--- config.mk ---
export PLATFORM = sky130hd
export DESIGN_NAME = cam_pipe_seq
export DESIGN_NICKNAME = d
export VERILOG_FILES = /design/src/rtl/cam_pipe_seq_pkg.sv /design/src/rtl/cam_pipe_seq_frame_meter.sv /design/src/rtl/cam_pipe_seq.sv
export SDC_FILE = /design/constraint.sdc
export NUM_CORES = 1
export LEC_CHECK = 0
export ABC_AREA = 1
export BUFFER_PORTS_ARGS = -buffer_cell sky130_fd_sc_hd__buf_2
export CELL_PAD_IN_SITES_DETAIL_PLACEMENT = 0
export CELL_PAD_IN_SITES_GLOBAL_PLACEMENT = 2
export CORE_ASPECT_RATIO = 0.5
export CORE_MARGIN = 8
export CORE_UTILIZATION = 35
export DETAILED_ROUTE_END_ITERATION = 7
export PLACE_DENSITY_LB_ADDON = 0.12
export SLEW_MARGIN = 20
export SYNTH_ARGS = -nofsm -noshare
export SYNTH_HDL_FRONTEND = slang
export SYNTH_SLANG_ARGS = --single-unit
--- constraint.sdc ---
create_clock -name clk -period 2.9 [get_ports clk]
set_input_delay 0 -clock clk [delete_from_list [all_inputs] [get_ports clk]]
set_output_delay 0 -clock clk [all_outputs]
set_load 0.05 [all_outputs]
--- src/rtl/cam_pipe_seq_pkg.sv ---
// Shared types for the camera pipeline bring-up sequencer.
package top_pkg;

   // Sequencer states, exported on the 3-bit state port.
   typedef enum logic [2:0] {
      IDLE     = 3'd0,
      PWRUP    = 3'd1,
      CFG      = 3'd2,
      CFG_WAIT = 3'd3,
      SYNC     = 3'd4,
      RUN      = 3'd5,
      FAULT    = 3'd6
   } seq_state_t;

   // Reason for the most recent FAULT entry.
   typedef enum logic [1:0] {
      FLT_NONE = 2'd0,
      FLT_I2C  = 2'd1,
      FLT_LOCK = 2'd2,
      FLT_WDOG = 2'd3
   } fault_t;

   // Largest of three cycle counts; sizes the shared state timer.
   function automatic int max3(input int a, input int b, input int c);
      int m;
      m = (a > b) ? a : b;
      return (m > c) ? m : c;
   endfunction

endpackage

--- src/rtl/cam_pipe_seq_frame_meter.sv ---
// Frame meter: edge detection on the synchronized CSI frame/line levels,
// per-frame line counting and a good/bad verdict pulse at every frame end.
module frame_meter #(
   parameter int LINES_PER_FRAME = 480
) (
   input  logic clk,
   input  logic reset,
   input  logic clear_i,
   input  logic csi_in_frame_i,
   input  logic csi_in_line_i,
   output logic frame_start_o,
   output logic frame_good_o,
   output logic frame_bad_o
);

   // One value beyond LINES_PER_FRAME is needed so an over-long frame
   // saturates above the target instead of landing on it.
   localparam int LW = $clog2(LINES_PER_FRAME + 2);
   localparam logic [LW-1:0] LINES_TGT = LW'(LINES_PER_FRAME);

   logic [1:0]    in_vec;
   logic [1:0]    prev_vec;
   logic [1:0]    rise_vec;
   logic          frame_fall;
   logic          line_rise;
   logic [LW-1:0] line_cnt_q;
   logic [LW-1:0] line_cnt_d;

   // bit 0 = frame level, bit 1 = line level
   assign in_vec = {csi_in_line_i, csi_in_frame_i};

   genvar gi;
   for (gi = 0; gi < 2; gi++) begin : g_edge
      logic prev_q;

      // One-cycle registered copy of each input level for edge detection.
      always_ff @(posedge clk) begin
         if (reset) begin
            prev_q <= 1'b0;
         end else begin
            prev_q <= in_vec[gi];
         end
      end

      assign prev_vec[gi] = prev_q;
      assign rise_vec[gi] = in_vec[gi] & ~prev_q;
   end

   assign frame_fall = ~in_vec[0] & prev_vec[0];
   // Only line edges while the frame is active are counted.
   assign line_rise  = rise_vec[1] & in_vec[0];

   // Line counter: restarts at each frame start, saturates one past target.
   always_comb begin
      line_cnt_d = line_cnt_q;
      if (clear_i) begin
         line_cnt_d = '0;
      end else if (rise_vec[0]) begin
         line_cnt_d = line_rise ? LW'(1) : '0;
      end else if (line_rise && (line_cnt_q <= LINES_TGT)) begin
         line_cnt_d = line_cnt_q + LW'(1);
      end
   end

   // Line counter register.
   always_ff @(posedge clk) begin
      if (reset) begin
         line_cnt_q <= '0;
      end else begin
         line_cnt_q <= line_cnt_d;
      end
   end

   assign frame_start_o = rise_vec[0];
   assign frame_good_o  = frame_fall & (line_cnt_q == LINES_TGT);
   assign frame_bad_o   = frame_fall & (line_cnt_q != LINES_TGT);

endmodule

--- src/rtl/cam_pipe_seq.sv ---
// Camera pipeline sequencer: camera power-up, I2C configuration with
// retries, stream lock before releasing the datapath, and a frame watchdog
// in RUN that tears everything down and restarts on stream loss.
module cam_pipe_seq
   import top_pkg::*;
#(
   parameter int PWRUP_CYC       = 1_000_000,
   parameter int I2C_TRIES       = 3,
   parameter int I2C_TMO_CYC     = 50_000_000,
   parameter int LINES_PER_FRAME = 480,
   parameter int LOCK_FRAMES     = 4,
   parameter int WDOG_CYC        = 10_000_000
) (
   input  logic       clk,
   input  logic       reset,
   input  logic       i2c_done,
   input  logic       i2c_err,
   input  logic       csi_in_frame,
   input  logic       csi_in_line,
   output logic       cam_en,
   output logic       i2c_start,
   output logic       pipe_reset,
   output logic       hdmi_en,
   output logic [2:0] state,
   output logic [1:0] fault_code,
   output logic [7:0] restart_cnt
);

   localparam int TMR_W  = $clog2(max3(PWRUP_CYC, I2C_TMO_CYC, WDOG_CYC) + 1);
   localparam int TRY_W  = $clog2(I2C_TRIES + 1);
   localparam int GOOD_W = $clog2(LOCK_FRAMES + 1);

   localparam logic [TMR_W-1:0]  PWRUP_LAST = TMR_W'(PWRUP_CYC - 1);
   localparam logic [TMR_W-1:0]  TMO_LAST   = TMR_W'(I2C_TMO_CYC - 1);
   localparam logic [TMR_W-1:0]  WDOG_LAST  = TMR_W'(WDOG_CYC - 1);
   localparam logic [TRY_W-1:0]  TRIES_MAX  = TRY_W'(I2C_TRIES);
   localparam logic [GOOD_W-1:0] LOCK_TGT   = GOOD_W'(LOCK_FRAMES);

   seq_state_t        state_q, state_d;
   logic [TMR_W-1:0]  timer_q, timer_d;
   logic [TRY_W-1:0]  tries_q, tries_d;
   logic [GOOD_W-1:0] good_q, good_d, good_upd;
   fault_t            fault_q, fault_d, fault_new;
   logic [7:0]        restart_q, restart_d;
   logic              cam_en_q, cam_en_d;
   logic              i2c_start_q, i2c_start_d;

   logic frame_start, frame_good, frame_bad;
   logic enter_pwrup, enter_fault;
   logic cfg_fail, wdog_hit;

   assign enter_pwrup = (state_d == PWRUP) && (state_q != PWRUP);
   assign enter_fault = (state_d == FAULT) && (state_q != FAULT);

   frame_meter #(
      .LINES_PER_FRAME (LINES_PER_FRAME)
   ) u_meter (
      .clk            (clk),
      .reset          (reset),
      .clear_i        (enter_pwrup),
      .csi_in_frame_i (csi_in_frame),
      .csi_in_line_i  (csi_in_line),
      .frame_start_o  (frame_start),
      .frame_good_o   (frame_good),
      .frame_bad_o    (frame_bad)
   );

   // An error beats a simultaneous done; a done beats a simultaneous timeout.
   assign cfg_fail = i2c_err || (!i2c_done && (timer_q >= TMO_LAST));
   // A frame start in the expiry cycle still counts as in time.
   assign wdog_hit = !frame_start && (timer_q >= WDOG_LAST);

   // Good-frame tally as seen while hunting for lock; frozen elsewhere.
   always_comb begin
      good_upd = good_q;
      if (state_q == SYNC) begin
         if (frame_bad) begin
            good_upd = '0;
         end else if (frame_good && (good_q != LOCK_TGT)) begin
            good_upd = good_q + GOOD_W'(1);
         end
      end
   end

   // Next-state decode plus the fault reason for a FAULT entry.
   always_comb begin
      state_d   = state_q;
      fault_new = FLT_NONE;
      unique case (state_q)
         IDLE: begin
            state_d = PWRUP;
         end
         PWRUP: begin
            if (timer_q >= PWRUP_LAST) begin
               state_d = CFG;
            end
         end
         CFG: begin
            state_d = CFG_WAIT;
         end
         CFG_WAIT: begin
            if (cfg_fail) begin
               if (tries_q < TRIES_MAX) begin
                  state_d = CFG;
               end else begin
                  state_d   = FAULT;
                  fault_new = FLT_I2C;
               end
            end else if (i2c_done) begin
               state_d = SYNC;
            end
         end
         SYNC: begin
            if (good_upd == LOCK_TGT) begin
               state_d = RUN;
            end else if (wdog_hit) begin
               state_d   = FAULT;
               fault_new = FLT_LOCK;
            end
         end
         RUN: begin
            if (wdog_hit) begin
               state_d   = FAULT;
               fault_new = FLT_WDOG;
            end
         end
         FAULT: begin
            if (timer_q >= PWRUP_LAST) begin
               state_d = PWRUP;
            end
         end
         default: begin
            state_d = IDLE;
         end
      endcase
   end

   // Shared state timer: restarts on every state change except SYNC->RUN,
   // so the frame-gap watchdog carries straight across into RUN.
   always_comb begin
      timer_d = timer_q;
      if ((state_d != state_q) && !((state_q == SYNC) && (state_d == RUN))) begin
         timer_d = '0;
      end else if (((state_q == SYNC) || (state_q == RUN)) && frame_start) begin
         timer_d = TMR_W'(1);
      end else if (timer_q != '1) begin
         timer_d = timer_q + TMR_W'(1);
      end
   end

   // Counters, sticky fault code and registered outputs next-state.
   always_comb begin
      tries_d     = tries_q;
      good_d      = good_upd;
      fault_d     = fault_q;
      restart_d   = restart_q;
      cam_en_d    = (state_d != IDLE) && (state_d != FAULT);
      i2c_start_d = (state_q == CFG);
      if (enter_pwrup) begin
         tries_d = '0;
         good_d  = '0;
         fault_d = FLT_NONE;
      end else if ((state_q == CFG) && (tries_q != TRIES_MAX)) begin
         tries_d = tries_q + TRY_W'(1);
      end
      if (enter_fault) begin
         fault_d = fault_new;
         if (restart_q != 8'hFF) begin
            restart_d = restart_q + 8'd1;
         end
      end
   end

   // State, counters and registered outputs.
   always_ff @(posedge clk) begin
      if (reset) begin
         state_q     <= IDLE;
         timer_q     <= '0;
         tries_q     <= '0;
         good_q      <= '0;
         fault_q     <= FLT_NONE;
         restart_q   <= 8'd0;
         cam_en_q    <= 1'b0;
         i2c_start_q <= 1'b0;
      end else begin
         state_q     <= state_d;
         timer_q     <= timer_d;
         tries_q     <= tries_d;
         good_q      <= good_d;
         fault_q     <= fault_d;
         restart_q   <= restart_d;
         cam_en_q    <= cam_en_d;
         i2c_start_q <= i2c_start_d;
      end
   end

   // Datapath reset and HDMI release are decoded straight from the state.
   assign pipe_reset  = (state_q != RUN);
   assign hdmi_en     = (state_q == RUN);
   assign cam_en      = cam_en_q;
   assign i2c_start   = i2c_start_q;
   assign state       = state_q;
   assign fault_code  = fault_q;
   assign restart_cnt = restart_q;

endmodule

# Word-level counts from Yosys, hierarchy flattened
# Cells that the tools add are included.
# totals
in_bits,6
wordCells,101
output_inout_bits,17
reg_bits,57
# op_classes
order_cmp,5
n_reduce_logical,25
n_mux,24
n_bitwise,9
n_addsub,5
n_eq_ne,21
# ops
cell,count
$mux W3,10
$add A26 B1 Y26 const B,1
$ge A26 B20 Y1 const B,1
$ge A26 B24 Y1 const B,1
$ge A26 B26 Y1 const B,1
$ne A26 B26 Y1 const B,1
$pmux W3 S7,1
$eq A3 B3 Y1 const B,6
$mux W9,2
$ne A3 B3 Y1 const B,4
$logic_and A1 B1 Y1,11
$mux W2,5
$add A9 B1 Y9 const B,1
$eq A9 B9 Y1 const B,1
$le A9 B9 Y1 const B,1
$ne A9 B9 Y1 const B,1
$add A8 B1 Y8 const B,1
$ne A8 B8 Y1 const B,1
$and A1 B1 Y1,6
$eq A3 B1 Y1 const B,2
$eq A3 B2 Y1 const B,2
$pmux W2 S3,1
$reduce_bool A2 Y1,3
$mux W1,5
14 further kinds,20

# Logic depth before layout (Yosys ltp)
# Gate-level depths: netlist of the first run.
# logic_depth
depth_word,15
mapped_depth,21
mapped_depth_nobuf,20

# Modules after synthesis
# A second synthesis of the first run with hierarchy kept.
# unflattened
hier_cells,598
area_unflattened_um2,3877.5
# by_module_without_submodules
mod,seq_area_each_um2,area_per_inst_um2,instances,cells_each
cam_pipe_seq,920.9,3180.6,1,499
frame_meter,220.2,696.9,1,99

# Worst setup path after synthesis of the first run
# No wires, ideal clock.
# synth_timing
path_kind,register to register
start,register state_q[2] (netlist: state[2])
end,register restart_q[5] (netlist: restart_cnt[5])
required_time_ns,2.768
t_arrival_ns,2.748
synth_period_minus_slack_ns,2.880
path_slack_ns,0.020
n_path_buf,0
setup_time_ns,0.132
path_stages_with_launch,14
cell_sequence,dfxtp_1 -> inv_1 -> nor2_1 -> inv_1 -> nor2_1 -> nand3_1 -> nand2_1 -> nor2_1 -> nand3b_2 -> inv_2 -> nor2_4 -> nand3_4 -> nand2_1 -> a21oi_1
# synth_between
word_cells_on_any_way,20
classes_between,9 x eq/ne; 8 x mux; 3 x reduce/logical
# synth_rtl
element,line,rtl
from (decl),cam_pipe_seq.sv:39,"seq_state_t state_q, state_d;"
from (signal assigned),cam_pipe_seq.sv:186,state_q <= state_d;
$eq A3 B3 Y1,-,
named net hdmi_en,cam_pipe_seq.sv:23,"output logic hdmi_en,"
$pmux W3 S7,cam_pipe_seq.sv:89,unique case (state_q)
$eq A3 B3 Y1,cam_pipe_seq.sv:53,assign enter_fault = (state_d == FAULT) && (state_q != FAULT);
$logic_and A1 B1 Y1,cam_pipe_seq.sv:53,
$reduce_and A2 Y1 (no line),-,
to (signal assigned),cam_pipe_seq.sv:191,restart_q <= restart_d;
to (decl),cam_pipe_seq.sv:44,"logic [7:0] restart_q, restart_d;"
# The timed path passes the listed nets, and every way through them passes these cells.
# A chain may end at the register's enable or synchronous reset.

# Final worst setup path of the first run
# layout_timing
start,register timer_q[0]
end,register restart_q[1] (netlist: restart_cnt[1])
# layout_between
elab_chain_len,8
word_cells_on_any_way,15
classes_between,3 x order compare; 1 x eq/ne; 6 x mux; 5 x reduce/logical
# layout_rtl
element,line,rtl
from (decl),cam_pipe_seq.sv:40,"logic [TMR_W-1:0] timer_q, timer_d;"
from (signal assigned),cam_pipe_seq.sv:187,timer_q <= timer_d;
$ge A26 B24 Y1 or $ge A26 B26 Y1 (tied branches),"cam_pipe_seq.sv:71, cam_pipe_seq.sv:69",
"$logic_and A1 B1 Y1, on equally long branches","cam_pipe_seq.sv:71, cam_pipe_seq.sv:69",
$mux W3 or $logic_or A1 B1 Y1 (tied branches),"cam_pipe_seq.sv:116, cam_pipe_seq.sv:122, cam_pipe_seq.sv:69",
"$mux W3, on equally long branches","cam_pipe_seq.sv:114, cam_pipe_seq.sv:102",
$pmux W3 S7 (*),cam_pipe_seq.sv:89,
$eq A3 B3 Y1 (*),cam_pipe_seq.sv:53,
$logic_and A1 B1 Y1 (*),cam_pipe_seq.sv:53,
$reduce_and A2 Y1 (no line) (*),-,
# Mark *: on every way between the ends. The rest lies on a longest branch, timed or not.

==> metrics.csv, run 1 <==
metric,value,unit
Design Power,1935,uW
Syn Inst Count,520,
Core Footprint,0.01015,mm2
grt peak-use layer,met2,
cells along the critical path,ha_1 -> inv_1 -> nor2_1 -> nand2_1 -> nand2_1 -> nand2_1 -> nand3_1 -> nand2_1 -> nand2_1 -> nand2_1 -> nand3_1 -> nand4_1 -> nor2_4 -> nand3_4 -> nand2_1 -> a21oi_1,
Fillers,1093,
RSZ-0062 raised after global routing,no,
Port Buffers,22,
H-tree depth,3,
CTS buffer count,9,
Ports,23,
Worst R2R Start,timer_q[0]$_SDFFE_PP0P_,
number of global-route vias before repair,2929,
drt initial violations,182,
R2R Setup Slk,0.44,ns
measured slew at the worst slew-check pin,0.4938,ns
CP max stage delay,0.36,ns
GR Util met1,0.1709,
Setup Viol. Count Final,0,
max_cap viols,0,
CTS sink cnt,57,
Post-synth top flop,dfxtp_1,
antenna violations before repair,0,
most frequent cells in the layout,"nand2_1 (114), nor2_1 (86), dfxtp_1 (57)",
end of the worst hold path,u_meter.g_edge[0].prev_q$_SDFF_PP0_,
CP max FO,10,
count of different cell masters after synthesis,33,
LEAKAGE,0.001668,uW
CTS Buffer Depth,2,
Setup Crit Path Kind,reg2reg,
"Seq/Total Area, Yosys",0.3144,
PwrDens,461.9,mW/mm2
HP Class,in2reg,
TNS Setup,0,ns
antenna violation net count after detailed routing,0,
Hold Path Depth,2,
Total GRT Usage,0.1285,
ratio of cells with drive above 1 in the final layout,0.1799,
Clock Skews,0.006024,ns
HP Start,reset,
Die H,88.01,um
Die Wd,160.0,um
Worst setup EP type,register,
Pins Over Slew Limit,0,
Post-DP Area,0.003884,mm2
VDD IR max,0.0002619,V
Avg Inst Size Synth,6.980,um2
Async SR Flop Fraction,0,
crit path launch type,register,
status,"complete, no violations",
Tmin final,2.459,ns
CTS tree,done,
Clock transition at path regs,0.05,ns
# DRC,0,
n_diodes,0,
Final nets,566,
net count after synthesis,533,
GR Util met3,0.03799,
Placement Rows,26,
Max Freq,406.7,MHz
worst setup path startpoint,timer_q[0]$_SDFFE_PP0P_,
"Top cell by count, worst path",nand2_1,
total grt overflow,0,
Detailed Route WL,8.734,mm
post-CTS sizing,0,
Syn Std Cell Area,0.003630,mm2
FF+latch area,0.001141,mm2
Final Cycle Share,0.8478,
initial core utilization,0.3576,
hpwl dp,6.682,mm
routability congestion estimate from global placement,0.8342,
WP data arrival,2.66,ns
"commonest non-fill, non-tap cell in the layout",nand2_1,
global-route wire length before repair,14.56,mm
clock root cell,clkbuf_16,
R2R cell count,16,
Crit-path slowest cell,dfxtp_1,
largest delay contributor family on the critical path,simple AND/OR/NAND/NOR gates,
DR vias/cell,4.559,
clock latency on the worst-skew pair,0.32,ns
Post-synth EDFFs,0,
Fin Hold WS,0.04433,ns
via count,3173,
Final Hold Viols,0,
DP Worst Slack,0.4370,ns
Synth Register Bits,57,
WP buf/inv,1,
pin count of the biggest net entering global routing,15,
area of the multi-input gates,0.002177,mm2
final instance area,0.004189,mm2
"Req. time, crit path",3.10,ns
area delta synth->final,15.41,%
RR Endpoint,restart_cnt[1]$_SDFFE_PP0P_,
Ys Warns,0,
setup slack after layout,0.4413,ns
GR Util met2,0.1994,
Pre-Repair DR Iteration Count,4,
die area,0.01408,mm2
worst rel slew slack,0.6673,
wire per inst,12.55,um
==> Yosys cell counts (8+ instances only) <==
| library cell | number | area share |
|---|---|---|
| inv_1 | 55 | 0.057 |
| nand2_2 | 12 | 0.021 |
| xor2_1 | 26 | 0.063 |
| nor2_1 | 86 | 0.089 |
| dfxtp_1 | 57 | 0.31 |
| nor2_4 | 24 | 0.074 |
| a21oi_1 | 19 | 0.026 |
| nand3_1 | 34 | 0.047 |
| nor3_1 | 15 | 0.021 |
| nand2_1 | 114 | 0.12 |
| nand4_1 | 19 | 0.033 |
| inv_2 | 8 | 0.0083 |
==> repair_timing <==
item	in CTS	in global routing
endpoints found under the hold margin	2	0
hold buffers	2	0
buffers inserted	0	0
==> layout make-up <==
| cell class | instances | area share |
|---|---|---|
| repair buffers | 28 | 0.03823 |
| inverters | 66 | 0.05974 |
| clock buffers | 11 | 0.05795 |
| multi-input cells | 391 | 0.5197 |
| well taps | 140 | 0.04182 |
| clock inverters | 3 | 0.01016 |
| flip-flops and latches | 57 | 0.2724 |
==> stage by stage <==
stage | util | std cells
finish | 0.4127 | 696
CTS | 0.4127 | 696
global route | 0.4127 | 696
global placement | 0.3826 | 680
floorplan | - | 520
detailed placement | 0.3826 | 680
==> kinds of logic (layout without fill, tap and decap cells) <==
family | after synthesis | count (layout) | share of synthesized area
DFF | 57 | 57 | 0.3144
xor gates and xnor gates | 32 | 32 | 0.07722
and+or+nand+nor | 322 | 322 | 0.4536
adders and majority gates | 7 | 7 | 0.02413
buffers and inverters | 72 | 108 | 0.08584
AOI/OAI and AO/OA | 30 | 30 | 0.04481
==> sequential cells by signal, summed over array words and instances (netlist names) <==
name and flops:
restart_cnt 8, u_meter.g_edge.prev_q 2, i2c_start 1, timer_q 26, u_meter.line_cnt_q 9, tries_q 2
fault_code 2, cam_en 1, good_q 3, state 3
==> worst max path at each step <==
stage,end,cells after the start
after floorplan,restart_cnt[5]$_SDFFE_PP0P_,13
after global placement,timer_q[22]$_SDFFE_PP0P_,14
after detailed placement,restart_cnt[1]$_SDFFE_PP0P_,16
after CTS,restart_cnt[1]$_SDFFE_PP0P_,16
after global routing,restart_cnt[0]$_SDFFE_PP0P_,17
final,restart_cnt[1]$_SDFFE_PP0P_,16
==> routing by layer <==
layer	wire length [um]	vias up
met2	3708	42
li1	-	1719
met1	4611	1405
met3	327	7
met4	87	0
met5	0	-
==> power breakdown <==
group | switching (uW) | internal, uW
Combinational | 72.8 | 26.2
Sequential | 6.25 | 791
Clock | 362 | 677
Note: power is estimated with default switching activity, not from simulation.
==> inputs of run 2 (changes only) <==
==> constraint.sdc (replaced) <==
create_clock -name clk -period 2.34 [get_ports clk]
set_input_delay 0 -clock clk [delete_from_list [all_inputs] [get_ports clk]]
set_output_delay 0 -clock clk [all_outputs]
set_load 0.05 [all_outputs]
==> run 2 against run 1 <==
Effect of this change:
- sequential power rose by 24%
- critical path depth shrank 2
- worst setup slack worse by 0.34 ns
- register-to-register slack got worse by 0.34 ns
- non-clock buffer count increased by 31
- combinational power up 72%
- first-iteration DRC count decreased by 16%
- wire length up 7.7%
- design area up 12%
- global-route usage up 0.89 points
- utilization rose by 4.8 points
==> metrics.csv, run 2 (synthesized netlist as in run 1, its figures left out) <==
metric,value,unit,change
Detailed Route WL,9.406,mm,+7.7%
pin count of the biggest net entering global routing,15,,unchanged
Pre-Repair DR Iteration Count,4,,unchanged
global-route wire length before repair,15.41,mm,+5.8%
hpwl dp,7.125,mm,+6.6%
Die Wd,160.0,um,unchanged
area delta synth->final,28.89,%,
routability congestion estimate from global placement,0.8040,,-3.6%
CTS tree,done,,
"Req. time, crit path",2.56,ns,-0.54 ns
DR vias/cell,4.549,,-0.21%
antenna violation net count after detailed routing,0,,unchanged
Final Hold Viols,0,,unchanged
Clock Skews,0.006279,ns,+0.0002549 ns
VDD IR max,0.0003280,V,+25%
clock latency on the worst-skew pair,0.33,ns,about the same
Final Cycle Share,0.9551,,+0.1072
"Top cell by count, worst path",nand2_1,,
RSZ-0062 raised after global routing,yes,,
measured slew at the worst slew-check pin,0.5008,ns,+0.006968 ns
Total GRT Usage,0.1375,,+0.008930
Fin Hold WS,0.03223,ns,-0.01210 ns
Final nets,598,,+5.7%
LEAKAGE,0.001925,uW,+15%
status,"complete, no violations",,
# DRC,0,,unchanged
"commonest non-fill, non-tap cell in the layout",nand2_1,,
Worst setup EP type,register,,
clock root cell,clkbuf_16,,
antenna violations before repair,0,,unchanged
number of global-route vias before repair,3211,,+9.6%
initial core utilization,0.3576,,unchanged
Core Footprint,0.01015,mm2,unchanged
Port Buffers,22,,unchanged
Placement Rows,26,,unchanged
max_cap viols,0,,unchanged
TNS Setup,0,ns,unchanged
CTS buffer count,9,,unchanged
WP buf/inv,1,,unchanged
FF+latch area,0.001164,mm2,+2.0%
ratio of cells with drive above 1 in the final layout,0.3220,,+0.1422
GR Util met2,0.2273,,+0.02788
drt initial violations,153,,-16%
wire per inst,12.88,um,+2.7%
CP max stage delay,0.36,ns,about the same
Fillers,1100,,+0.64%
GR Util met3,0.04081,,+0.002814
Max Freq,447.5,MHz,+10%
crit path launch type,register,,
Ports,23,,unchanged
Tmin final,2.235,ns,-0.2238 ns
H-tree depth,3,,unchanged
Top reg by flops,timer_q,,
area of the multi-input gates,0.002372,mm2,+9.0%
Setup Crit Path Kind,reg2reg,,
CP max FO,4,,-6
n_diodes,0,,unchanged
Clock transition at path regs,0.05,ns,about the same
via count,3321,,+4.7%
PwrDens,505.8,mW/mm2,+9.5%
Crit-path slowest cell,dfxtp_4,,
Die H,88.01,um,unchanged
HP Class,in2reg,,
grt peak-use layer,met2,,
most frequent cells in the layout,"nand2_1 (100), nor2_1 (76), inv_1 (50)",,
CTS sink cnt,57,,unchanged
number of flip-flops in the largest register,26,,unchanged
total grt overflow,0,,unchanged
cells along the critical path,ha_4 -> nand2_1 -> nor2_1 -> nand2_2 -> buf_4 -> nor4_4 -> nand2_2 -> nand2_1 -> nor3_1 -> nand2_1 -> nor2_2 -> nand3_1 -> xor2_1 -> nor2_4,,
Pins Over Slew Limit,0,,unchanged
CTS Buffer Depth,2,,unchanged
WP data arrival,2.45,ns,-0.21 ns
worst rel slew slack,0.6626,,-0.004695
largest delay contributor family on the critical path,simple AND/OR/NAND/NOR gates,,
GR Util met1,0.1695,,-0.001323
die area,0.01408,mm2,unchanged
Setup Viol. Count Final,0,,unchanged
[run 2: changes by cell type in the layout (fill, tap and decap cells not counted), moves of 6 or more]
cell     before  now
dfxtp_1      57   41
nand3_1      34   28
dfxtp_2       0   15
nand3_2       4   11
nor2_1       86   76
buf_4         4   30
nand2_1     114  100
nand2_2      12   25
[run 2: path summary, 6_finish.rpt]
| kind | slack, ns | endpoint | cells past startpoint | startpoint |
|---|---|---|---|---|
| max | 0.11 | timer_q[19]$_SDFFE_PP0P_ | 14 | timer_q[1]$_SDFFE_PP0P_ |
| min | 0.03 | u_meter.g_edge[0].prev_q$_SDFF_PP0_ | 2 | reset |
| max reg2reg | 0.11 | timer_q[19]$_SDFFE_PP0P_ | 14 | timer_q[1]$_SDFFE_PP0P_ |
| min reg2reg | 0.48 | tries_q[1]$_SDFFE_PP0P_ | 2 | tries_q[1]$_SDFFE_PP0P_ |
[run 2: per-stage QoR]
step	cells	power, uW	setup slack, ns	util	instance area (um2)
after floorplan	520	1111	0.1108	-	3638
after global placement	704	1153	-0.02058	0.4037	4098
after detailed placement	704	1153	-0.04264	0.4037	4098
after CTS	722	2382	0.009391	0.4332	4397
after global routing	730	2466	-0.09767	0.4609	4678
final	730	2366	0.1052	0.4609	4678
[run 2: power breakdown]
part / internal (uW) / total (uW) / switching [uW]
Sequential: 980 / 987 / 6.70
Combinational: 61.2 / 170 / 109
Clock: 740 / 1210 / 470
[run 2: what timing repair did]
action,CTS,global route
endpoints found under the setup margin,26,48
setup buffers,0,6
hold endpoints to repair,2,0
gates resized for setup,2,65
gates cloned,0,2
hold buffers,2,0
pin swaps,1,21
[run 2: cell type report]
| type | instances | area share |
|---|---|---|
| sequential | 57 | 0.2487 |
| clock inverter | 5 | 0.006686 |
| multi-input combinational | 392 | 0.5071 |
| clock buffer | 11 | 0.05189 |
| inverter | 66 | 0.05349 |
| timing repair buffer | 59 | 0.09468 |
| tap | 140 | 0.03744 |
[run 2: routing by layer]
| metal | routed length [um] | share of wire |
|---|---|---|
| met1 | 4753 | 0.51 |
| met2 | 4190 | 0.45 |
| met3 | 329 | 0.035 |
| met4 | 133 | 0.014 |
| met5 | 0 | 0 |
==> inputs of run 3 (changes only) <==
--- a/config.mk
+++ b/config.mk
@@ -13,6 +13,7 @@
 export CORE_MARGIN = 8
 export CORE_UTILIZATION = 35
 export DETAILED_ROUTE_END_ITERATION = 7
+export GPL_TIMING_DRIVEN = 0
 export PLACE_DENSITY_LB_ADDON = 0.12
 export SLEW_MARGIN = 20
 export SYNTH_ARGS = -nofsm -noshare
==> constraint.sdc (replaced) <==
create_clock -name clk -period 2.34 [get_ports clk]
set_input_delay 0.117 -clock clk [delete_from_list [all_inputs] [get_ports clk]]
set_output_delay 0.117 -clock clk [all_outputs]
set_load 0.05 [all_outputs]
==> run 3 against run 2 <==
Effect of this change:
- clock power rose by 9.9%
- via count fell by 0.27%
- combinational power rose by 5%
- utilization fell by 0.32 points
- worst setup slack got worse by 0.098 ns
- power rose by 5.7%
- highest routed layer unchanged
- critical path depth rose by 6
- register-to-register slack got worse by 0.098 ns
==> metrics.csv, run 3 (synthesized netlist as in run 1, its figures left out) <==
metric,value,unit,change
drt initial violations,123,,-20%
H-tree depth,3,,unchanged
antenna violation net count after detailed routing,0,,unchanged
number of global-route vias before repair,3243,,+1.0%
Final Hold Viols,0,,unchanged
Clk pwr share,0.533,,+0.022
Final Cycle Share,0.9969,,+0.04188
area delta synth->final,27.99,%,
Core Footprint,0.01015,mm2,unchanged
Fin Hold WS,0.007801,ns,-0.02443 ns
Max Freq,428.7,MHz,-4.2%
Tmin final,2.333,ns,+0.09799 ns
worst rel slew slack,0.6113,,-0.05129
CTS Buffer Depth,2,,unchanged
"Req. time, crit path",2.61,ns,+0.05 ns
# DRC,0,,unchanged
CTS tree,done,,
clock latency on the worst-skew pair,0.33,ns,about the same
sw frac,0.2403,,-0.006831
Pre-Repair DR Iteration Count,4,,unchanged
Clock Skews,0.006581,ns,+0.0003024 ns
status,"complete, no violations",,
Die H,88.01,um,unchanged
max_cap viols,0,,unchanged
antenna violations before repair,0,,unchanged
total grt overflow,0,,unchanged
clock root cell,clkbuf_16,,
LEAKAGE,0.001877,uW,-2.5%
n_diodes,0,,unchanged
RSZ-0062 raised after global routing,yes,,
Setup Crit Path Kind,reg2reg,,
fin util,0.4577,,-0.003205
HP Class,in2reg,,
Port Buffers,22,,unchanged
CP max FO,5,,+1
WP data arrival,2.60,ns,+0.15 ns
via count,3312,,-0.27%
VDD IR max,0.0002803,V,-15%
number of flip-flops in the largest register,26,,unchanged
Total GRT Usage,0.1378,,+0.0003554
"commonest non-fill, non-tap cell in the layout",nand2_1,,
most frequent cells in the layout,"nand2_1 (95), nor2_1 (75), inv_1 (52)",,
FF+latch area,0.001165,mm2,+0.11%
hpwl dp,6.856,mm,-3.8%
cells along the critical path,ha_4 -> nand2_4 -> nor2_4 -> nand2_2 -> nand2_2 -> nand2_2 -> nor2_2 -> nor2_2 -> inv_2 -> nand2_2 -> nand2_2 -> nor2_4 -> nand3b_4 -> nand2_2 -> nand3_2 -> nand2_2 -> nand3_4 -> buf_6 -> buf_12 -> nor2_4,,
routability congestion estimate from global placement,0.7571,,-5.8%
Worst setup EP type,register,,
Pins Over Slew Limit,0,,unchanged
wire per inst,13.04,um,+1.2%
initial core utilization,0.3576,,unchanged
ratio of cells with drive above 1 in the final layout,0.3143,,-0.007699
die area,0.01408,mm2,unchanged
CTS Hold Bufs,0,,-2
global-route wire length before repair,15.60,mm,+1.3%
measured slew at the worst slew-check pin,0.5777,ns,+0.07690 ns
Detailed Route WL,9.374,mm,-0.34%
Reg power frac,0.396,,-0.021
CTS buffer count,9,,unchanged
Gate power share,0.072,,about the same
Top reg by flops,timer_q,,
pin count of the biggest net entering global routing,14,,-1
crit path launch type,register,,
switching power,601.2,uW,+2.8%
Fillers,1086,,-1.3%
Crit-path slowest cell,dfxtp_4,,
CP max stage delay,0.36,ns,about the same
CTS sink cnt,57,,unchanged
Placement Rows,26,,unchanged
DR vias/cell,4.606,,+1.3%
setup slack after layout,0.007185,ns,-0.09799 ns
Setup Viol. Count Final,0,,unchanged
Final nets,587,,-1.8%
Die Wd,160.0,um,unchanged
PwrDens,538.6,mW/mm2,+6.5%
Clock transition at path regs,0.05,ns,about the same
internal power,1901,uW,+6.7%
area of the multi-input gates,0.002390,mm2,+0.74%
Ports,23,,unchanged
"Top cell by count, worst path",nand2_2,,
DP Worst Slack,-0.2558,ns,-0.2132 ns
## run 3: cell types whose count changed in the layout (fill, tap and decap cells not counted), moves of 3 or more
cell / delta
nand2_1: -5
inv_2: -3
nand2_2: +3
nor2_2: +3
buf_4: -14
## run 3: area by class of cell
cell class | count | share of cell area
buffer | 5 | 0.008888
clock buffer | 11 | 0.05225
clock inverter | 5 | 0.01185
inverter | 66 | 0.05440
multi-input combinational | 392 | 0.5144
sequential | 57 | 0.2507
tap | 140 | 0.03771
timing repair buffer | 43 | 0.06975
## run 3: path summary, 6_finish.rpt
| kind | from | to | slack, ns | cells after the start |
|---|---|---|---|---|
| min reg2reg | tries_q[1]$_SDFFE_PP0P_ | tries_q[1]$_SDFFE_PP0P_ | 0.49 | 2 |
| min | csi_in_line | u_meter.g_edge[1].prev_q$_SDFF_PP0_ | 0.008 | 3 |
| max | timer_q[0]$_SDFFE_PP0P_ | timer_q[18]$_SDFFE_PP0P_ | 0.007 | 20 |
| max reg2reg | timer_q[0]$_SDFFE_PP0P_ | timer_q[18]$_SDFFE_PP0P_ | 0.007 | 20 |
## run 3: power by group through the flow
stage / registers, uW / logic (uW) / clock network [uW]
CTS: 990 / 158 / 1370
floorplan: 1020 / 95.4 / 0
global placement: 1010 / 136 / 0
finish: 991 / 179 / 1330
detailed placement: 1010 / 134 / 0
global route: 992 / 196 / 1410
## run 3: critical path: cells and delay by family (launching register included)
kind	cells	cell delay [ns]
simple gates	16	1.34
fa+ha+maj	1	0.18
flops	1	0.36
buf+inv	3	0.39
## run 3: through the flow
step	cell area [um2]	total power (uW)	instances	setup TNS [ns]
2_1_floorplan	3638	1111	520	0
3_3_place_gp	3924	1145	682	-11.59
5_1_grt	4646	2593	719	-3.321
6_report	4646	2502	719	0
3_5_place_dp	3924	1144	682	-9.639
4_1_cts	4409	2518	709	-0.01522
## run 3: repair_timing
action	in CTS	in global routing
gates cloned	1	1
resized for setup	24	50
endpoints found under the hold margin	0	0
buffers inserted	11	9
pin swaps	13	33
endpoints found under the setup margin	49	49
## run 3: per-layer routing
metal | track usage | share of wire | vias up | wire [um]
li1 | - | - | 1768 | -
met1 | 0.1657 | 0.49 | 1494 | 4628
met2 | 0.2376 | 0.47 | 43 | 4376
met3 | 0.03752 | 0.032 | 7 | 300
met4 | 0.04545 | 0.0074 | 0 | 69
met5 | 0 | 0 | - | 0
